## src/rtl/a1335_poll_array.sv

```systemverilog
// Round-robin poller for up to NUM_SENSORS A1335 angle sensors sharing one i2c_master.
// Optional feature macro: A1335_STATUS_READ_EN adds a status-register read after each angle read.
module a1335_poll_array #(
  parameter int         NUM_SENSORS    = 4,
  parameter int         POLL_PERIOD    = 50000,
  parameter int         TIMEOUT_CYCLES = 20000,
  parameter logic [7:0] ANGLE_REG      = 8'h20,
  parameter logic [7:0] STATUS_REG     = 8'h22
) (
  input  logic                      clock,
  input  logic                      reset,
  input  logic                      free_run,
  input  logic                      trigger,
  input  logic [NUM_SENSORS-1:0]    sensor_mask,
  input  logic [7*NUM_SENSORS-1:0]  device_ids,
  output logic [16*NUM_SENSORS-1:0] angles,
`ifdef A1335_STATUS_READ_EN
  output logic [32*NUM_SENSORS-1:0] status,
`endif
  output logic [NUM_SENSORS-1:0]    valid,
  output logic [NUM_SENSORS-1:0]    error,
  output logic                      sweep_done,
  output logic                      busy,
  output logic                      i2c_ena,
  output logic [6:0]                i2c_addr,
  output logic                      i2c_rw,
  output logic [31:0]               i2c_data_wd,
  output logic [7:0]                i2c_number_of_bytes,
  input  logic                      i2c_busy,
  input  logic [7:0]                i2c_byte_counter,
  input  logic [31:0]               i2c_data_rd,
  input  logic                      i2c_ack_error
);
  localparam int IDX_W = $clog2(NUM_SENSORS + 1);
  localparam int PER_W = $clog2(POLL_PERIOD + 1);
  localparam int TMO_W = $clog2(TIMEOUT_CYCLES + 1);
  localparam logic [IDX_W-1:0] IDX_END    = IDX_W'(NUM_SENSORS);
  localparam logic [PER_W-1:0] PER_RELOAD = PER_W'(POLL_PERIOD - 1);
  localparam logic [TMO_W-1:0] TMO_LAST   = TMO_W'(TIMEOUT_CYCLES - 1);

  typedef enum logic [2:0] {
    IDLE, SELECT, ISSUE, WAIT_START, WAIT_END, CAPTURE, DONE
  } state_t;

  state_t                      state_q, state_d;
  logic [IDX_W-1:0]            idx_q, idx_d;
  logic [NUM_SENSORS-1:0]      mask_q, mask_d;
  logic [PER_W-1:0]            per_q, per_d;
  logic [TMO_W-1:0]            tmo_q, tmo_d;
  logic [16*NUM_SENSORS-1:0]   angles_q, angles_d;
  logic [NUM_SENSORS-1:0]      valid_q, valid_d;
  logic [NUM_SENSORS-1:0]      error_q, error_d;
  logic                        done_q, done_d;
  logic                        busy_q, busy_d;
  logic                        ena_q, ena_d;
  logic [6:0]                  addr_q, addr_d;
  logic                        rw_q, rw_d;
  logic [31:0]                 wd_q, wd_d;
  logic [7:0]                  nbytes_q, nbytes_d;
  logic [NUM_SENSORS-1:0]      cur_oh;
  logic [6:0]                  cur_id;
  logic [7:0]                  reg_sel;

`ifdef A1335_STATUS_READ_EN
  logic                        phase_q, phase_d;
  logic [32*NUM_SENSORS-1:0]   status_q, status_d;
  assign reg_sel = phase_q ? STATUS_REG : ANGLE_REG;
  assign status  = status_q;
`else
  logic unused_rd;
  assign reg_sel   = ANGLE_REG;
  assign unused_rd = ^{i2c_data_rd[15:0], STATUS_REG};
`endif

  always_comb begin
    cur_oh = NUM_SENSORS'(1) << idx_q;
    cur_id = '0;
    for (int k = 0; k < NUM_SENSORS; k++)
      if (cur_oh[k]) cur_id = device_ids[7*k +: 7];
  end

  always_comb begin
    state_d  = state_q;
    idx_d    = idx_q;
    mask_d   = mask_q;
    per_d    = (per_q != '0) ? per_q - PER_W'(1) : per_q;
    tmo_d    = tmo_q;
    angles_d = angles_q;
    valid_d  = valid_q;
    error_d  = error_q;
    done_d   = 1'b0;
    busy_d   = busy_q;
    ena_d    = ena_q;
    addr_d   = addr_q;
    rw_d     = rw_q;
    wd_d     = wd_q;
    nbytes_d = nbytes_q;
`ifdef A1335_STATUS_READ_EN
    phase_d  = phase_q;
    status_d = status_q;
`endif
    // The master latches the command on its own; ena only has to cover the byte count.
    if (ena_q && (i2c_byte_counter >= nbytes_q)) ena_d = 1'b0;

    case (state_q)
      IDLE: begin
        if (trigger || (free_run && per_q == '0)) begin
          mask_d  = sensor_mask;
          idx_d   = '0;
          per_d   = PER_RELOAD;
          busy_d  = 1'b1;
          state_d = SELECT;
`ifdef A1335_STATUS_READ_EN
          phase_d = 1'b0;
`endif
        end
      end
      SELECT: begin
        if (idx_q >= IDX_END) begin
          done_d  = 1'b1;
          state_d = DONE;
        end else if ((mask_q & cur_oh) == '0) begin
          idx_d = idx_q + IDX_W'(1);
        end else begin
          state_d = ISSUE;
        end
      end
      ISSUE: begin
        // A transfer abandoned by timeout may still be running on the bus.
        if (!i2c_busy) begin
          addr_d   = cur_id;
          rw_d     = 1'b1;
          nbytes_d = 8'd3;
          wd_d     = {reg_sel, 24'h0};
          ena_d    = 1'b1;
          tmo_d    = '0;
          state_d  = WAIT_START;
        end
      end
      WAIT_START, WAIT_END: begin
        tmo_d = tmo_q + TMO_W'(1);
        if (tmo_q == TMO_LAST) begin
          error_d = error_q | cur_oh;
          ena_d   = 1'b0;
          idx_d   = idx_q + IDX_W'(1);
          state_d = SELECT;
`ifdef A1335_STATUS_READ_EN
          phase_d = 1'b0;
`endif
        end else if (state_q == WAIT_START) begin
          if (i2c_busy) state_d = WAIT_END;
        end else if (!i2c_busy && !ena_q) begin
          state_d = CAPTURE;
        end
      end
      CAPTURE: begin
        if (i2c_ack_error) begin
          error_d = error_q | cur_oh;
        end else begin
          error_d = error_q & ~cur_oh;
          for (int k = 0; k < NUM_SENSORS; k++) begin
`ifdef A1335_STATUS_READ_EN
            if (cur_oh[k] && phase_q) status_d[32*k +: 32] = i2c_data_rd;
            if (cur_oh[k] && !phase_q) begin
`else
            if (cur_oh[k]) begin
`endif
              angles_d[16*k +: 16] = i2c_data_rd[31:16];
              valid_d[k]           = 1'b1;
            end
          end
        end
`ifdef A1335_STATUS_READ_EN
        if (!phase_q) begin
          phase_d = 1'b1;
          state_d = ISSUE;
        end else begin
          phase_d = 1'b0;
          idx_d   = idx_q + IDX_W'(1);
          state_d = SELECT;
        end
`else
        idx_d   = idx_q + IDX_W'(1);
        state_d = SELECT;
`endif
      end
      DONE: begin
        busy_d  = 1'b0;
        state_d = IDLE;
      end
      default: state_d = IDLE;
    endcase
  end

  always_ff @(posedge clock or posedge reset) begin
    if (reset) begin
      state_q  <= IDLE;
      idx_q    <= '0;
      mask_q   <= '0;
      per_q    <= '0;
      tmo_q    <= '0;
      angles_q <= '0;
      valid_q  <= '0;
      error_q  <= '0;
      done_q   <= 1'b0;
      busy_q   <= 1'b0;
      ena_q    <= 1'b0;
      addr_q   <= '0;
      rw_q     <= 1'b0;
      wd_q     <= '0;
      nbytes_q <= '0;
`ifdef A1335_STATUS_READ_EN
      phase_q  <= 1'b0;
      status_q <= '0;
`endif
    end else begin
      state_q  <= state_d;
      idx_q    <= idx_d;
      mask_q   <= mask_d;
      per_q    <= per_d;
      tmo_q    <= tmo_d;
      angles_q <= angles_d;
      valid_q  <= valid_d;
      error_q  <= error_d;
      done_q   <= done_d;
      busy_q   <= busy_d;
      ena_q    <= ena_d;
      addr_q   <= addr_d;
      rw_q     <= rw_d;
      wd_q     <= wd_d;
      nbytes_q <= nbytes_d;
`ifdef A1335_STATUS_READ_EN
      phase_q  <= phase_d;
      status_q <= status_d;
`endif
    end
  end

  assign angles              = angles_q;
  assign valid               = valid_q;
  assign error               = error_q;
  assign sweep_done          = done_q;
  assign busy                = busy_q;
  assign i2c_ena             = ena_q;
  assign i2c_addr            = addr_q;
  assign i2c_rw              = rw_q;
  assign i2c_data_wd         = wd_q;
  assign i2c_number_of_bytes = nbytes_q;
endmodule

```

## config.mk

```make
export PLATFORM = sky130hd
export DESIGN_NAME = a1335_poll_array
export DESIGN_NICKNAME = d
export VERILOG_FILES = /design/src/rtl/a1335_poll_array.sv
export SDC_FILE = /design/constraint.sdc
export NUM_CORES = 1
export LEC_CHECK = 0
export ABC_AREA = 1
export ABC_CLOCK_PERIOD_IN_PS = 4700
export CORE_MARGIN = 2
export CORE_UTILIZATION = 40
export CTS_CLUSTER_DIAMETER = 150
export DETAILED_ROUTE_END_ITERATION = 8
export GPL_TIMING_DRIVEN = 1
export PLACE_DENSITY = 0.75
export SLEW_MARGIN = 15
export SYNTH_ARGS = -nofsm -noshare
export SYNTH_HDL_FRONTEND = slang
export SYNTH_SLANG_ARGS = --single-unit
```

## constraint.sdc

```tcl
create_clock -name clock -period 4.7 [get_ports clock]
set_input_delay 1.41 -clock clock [delete_from_list [all_inputs] [get_ports clock]]
set_output_delay 1.41 -clock clock [all_outputs]
set_load 0.05 [all_outputs]
```

Word-level counts from Yosys, hierarchy flattened

Cells that the tools add are included.

Bits in registers: 125
Latch bits: 0
Bits in writable memories: 0
Memory bits (read-only): 0
Bits of input ports: 78
Output and inout port bits: 123
Logic and storage cells: 107
Memories kept: 0

$add $sub $neg: 3
Multipliers: 0
Divide/modulo/power cells: 0
Order comparisons: 2
Eq/ne operators: 15
Shifts and indexed selects: 1
Multiplexer cells: 34
Bitwise operators: 6
Reductions and logical operators: 26

Operators with widths:

| operator                                           | count |
|---|---|
| two-way mux 16 bit                                 | 3 |
| two-way mux 3 bit                                  | 12 |
| case mux 15 bit (2 select lines)                   | 1 |
| two-way mux 7 bit                                  | 4 |
| zero test 16 bit                                   | 1 |
| nonzero test 16 bit                                | 1 |
| subtractor 16 x 1 -> 16 bit, second input constant | 1 |
| adder 15 x 1 -> 15 bit, second input constant      | 1 |
| == test 15 bit, second input constant              | 1 |
| two-way mux 15 bit                                 | 1 |
| case mux 3 bit (5 select lines)                    | 1 |
| case mux 3 bit (4 select lines)                    | 1 |
| AND reduction 3 bit                                | 4 |
| inequality test 2 bit, second input constant       | 5 |
| AND reduction 2 bit                                | 5 |
| AND reduction 5 bit                                | 2 |
| == test 3 bit, second input constant               | 3 |
| AND 4 bit                                          | 2 |
| >= comparator 8 x 2 -> 1 bit                       | 1 |
| two-way mux 4 bit                                  | 2 |
| inequality test 4 bit, second input constant       | 2 |
| case mux 4 bit (2 select lines)                    | 1 |
| == test 3 x 2 -> 1 bit, second input constant      | 2 |
| two-way mux 1 bit                                  | 6 |
| other kinds (17)                                   | 24 |

Depth between registers and ports, before layout

Depth in word-level cells: 6
Depth in mapped cells: 12
Gate-level depth less buffers: 11

Worst setup path after synthesis

No wires, ideal clock.

Path type: register to output
Start point: register wd_q[29], in the netlist i2c_data_wd[29]
End point: output i2c_data_wd[29]
Arrival time: 0.963 ns
Data required time: 3.290 ns
Slack: 2.327 ns
Cell stages (with the launch flop): 2
Buffers on the path: 1
Path through: dfrtp_1 -> buf_4

RTL lines:

| item                   | line | RTL |
|---|---|---|
| start, declared        | 58   | `logic [31:0] wd_q, wd_d;` |
| start signal, assigned | 230  | `wd_q <= wd_d;` |
| end, declared          | 27   | `output logic [31:0] i2c_data_wd,` |

No word-level cell between the ends.

==> flow_metrics.tcl <==
set metrics [dict create \
    critPathTopFamily "buffers and inverters" \
    cp_slowest_cell "clkdlybuf4s50_1" \
    setup_tns_ns 0 \
    cts-htree-levels 4 \
    vias_per_cell 4.90 \
    vdd_drop_max_mv 0.326 \
    hpwl_microns 11700 \
    r2r_start "state_q[2]" \
    most-common-layout-cells "261 x nand2_1, 147 x clkdlybuf4s50_1, 124 x dfrtp_1" \
    vias 5752 \
    max_freq_ghz 0.324 \
    post_cts_buffers 0 \
    fill_cells 1477 \
    cts_sinks 124 \
    power_density_nw_per_um2 707 \
    core_area_sq_um 15900 \
    row_count 46 \
    critPathLaunchType "flop" \
    grt_start_max_net_pins 96 \
    hold_viol 0 \
    nets 1036 \
    die_y_microns 131 \
    worst_hold_startpoint "valid[1]" \
    synth_top_cell_by_area "dfrtp_1" \
    tightest_slew_ns 0.890 \
    hold_path_class "reg2reg" \
    syn2layout_area_growth_pct 30.6 \
    relSlewSlack_pct 40.7 \
    grt_first_pass_wirelength_microns 27700 \
    worstPathRequired_ns 3.29 \
    netlist.area_leader.share_pct 47.8 \
    crit_buf_inv 1 \
    yosysWarningCount 0 \
    drive_above_1_share_pct 7.09 \
    timing.hold.ws_ns 0.466 \
    ys_top_cells_by_area "dfrtp_1 48%, nand2_1 15%, buf_4 4.7%" \
    syn_area_sq_um 6490 \
    slowest_delay_ns 0.84 \
    async_flop_share_pct 100 \
    rsz0062_at_grt "no" \
    hold-path-endpoint "valid[1]" \
    start_util_pct 40.9 \
    crit_chain "clkdlybuf4s50_1" \
    ctsHoldBuffers 0 \
    synthCells 808 \
    clkLatencyLatePin_ns 0.42 \
    path_class "reg2out" \
    final_core_util_pct 53.4 \
    cp_data_arrival_time_ns 1.68 \
    wl_per_cell_microns 14.4 \
    antenna_found_initial 0 \
    ys_ff_latch 124 \
    synth_cell_types 31 \
    antenna_left 0 \
    drt_drc_violations_left 0 \
    fin_crit_ns 3.09 \
    path_clk_slew_ns 0.06 \
    overflow 0 \
    die_width_microns 131 \
    crit_start "i2c_data_wd[29]" \
    cts_resized 0 \
    total_power_mw 6.00 \
    synth_edf_count 0 \
    fin_crit_sh_pct 65.7 \
    yosysSeqAreaShare_pct 47.8 \
    crit_path_end_kind "output pin" \
    crit_path_max_fanout 6 \
    gr-usage-all-layers_pct 20.1 \
    boundaryPins 201 \
    numPortBuffers 147 \
    grt_pass1_vias 5363 \
    power_leakage_nw 4.00 \
    dieArea_sq_um 17300 \
    regToRegSetupSlack_ns 2.20 \
    maxSlewViolCount 0 \
    clock_skew_ns 0.00664 \
    drv_cap 0 \
    tritoncts "done" \
    holdPathStages 1 \
    setup-violations-final 0 \
    drt_iter0_drc 506 \
    gp_congestion 0.913 \
    synth.avg_cell_area_sq_um 8.04 \
    cts_root_buf "clkbuf_16" \
    status "finished, final reports clean" \
    final_common_cell "nand2_1" \
    r2r_cells 8 \
    routed_wl_microns 16900 \
    cts.path.max_buffers 2 \
    diodes 0 \
    synth_top_flop_cell "dfrtp_1" \
    cts_buffers 17 \
    firstDrtPassIters 5 \
]
cell families after synthesis:
kind of cell,share of synthesized area [%]
compound gates,10.5
xor+xnor,1.89
fa+ha+maj,1.93
buf+inv,11.2
flops,47.8
other cells,0.0577
simple gates,26.6
flip-flops by register name, summed over array words and instances (netlist names), named ones only:
register / count
tmo_q: 15
angles: 64
state_q: 3
idx_q: 3
per_q: 16
mask_q: 4
i2c_ena: 1
i2c_addr: 7
busy: 1
sweep_done: 1
valid: 4
i2c_data_wd: 1
synth_stat cells (8+ instances only):
library cell and count:
buf_6 9, o21ai_1 36, buf_4 41, a21oi_1 8, xor2_1 12, inv_1 57, ha_1 10, o21ai_2 14
o21ai_0 36, nor2_1 64, o211ai_1 10, nor3_1 13, nand2_1 261, nand3_1 50, dfrtp_1 124, clkbuf_1 11
how the worst max path moves through the flow:
stage                                        end  slack (ns)  cells past startpoint
after CTS                 i2c_number_of_bytes[1]        1.58                      1
final                     i2c_number_of_bytes[1]        1.61                      1
after global placement                angles[17]        1.35                      5
after detailed placement              angles[45]        1.30                      5
after global routing      i2c_number_of_bytes[1]        1.54                      1
after floorplan                        async pin        1.76                      1
layout make-up:
type,count,area (sq um),share of cell area (%)
Clock buffer,20,467,5.50
Timing Repair Buffer,151,1510,17.9
Inverter,62,236,2.79
Sequential cell,124,3100,36.6
Clock inverter,10,92.6,1.09
Multi-Input combinational cell,592,2800,33.0
Tap cell,216,270,3.19
layer usage:
layer / vias up / share of wire (%) / global-route usage, %
met5: - / 0 / 0
met4: 0 / 2.3 / 7.13
met3: 26 / 6.4 / 5.09
met2: 203 / 47 / 31.3
met1: 2705 / 45 / 27.2
li1: 2818 / - / -
report_power, final:
group / switching, mW / total, mW / internal (mW)
clock: 0.474 / 1.23 / 0.761
sequential: 0.293 / 1.77 / 1.48
combinational: 2.08 / 2.99 / 0.909
total: 2.84 / 6.00 / 3.15
per-stage QoR:
step                      setup slack (ns)  area, sq um  cells
after floorplan                       1.76         6630    844
after global placement                1.35         7920   1145
after global routing                  1.54         8480   1175
after detailed placement              1.30         7920   1145
final                                 1.61         8480   1175
after CTS                             1.58         8480   1175
Note: power is estimated with default switching activity, not from simulation.
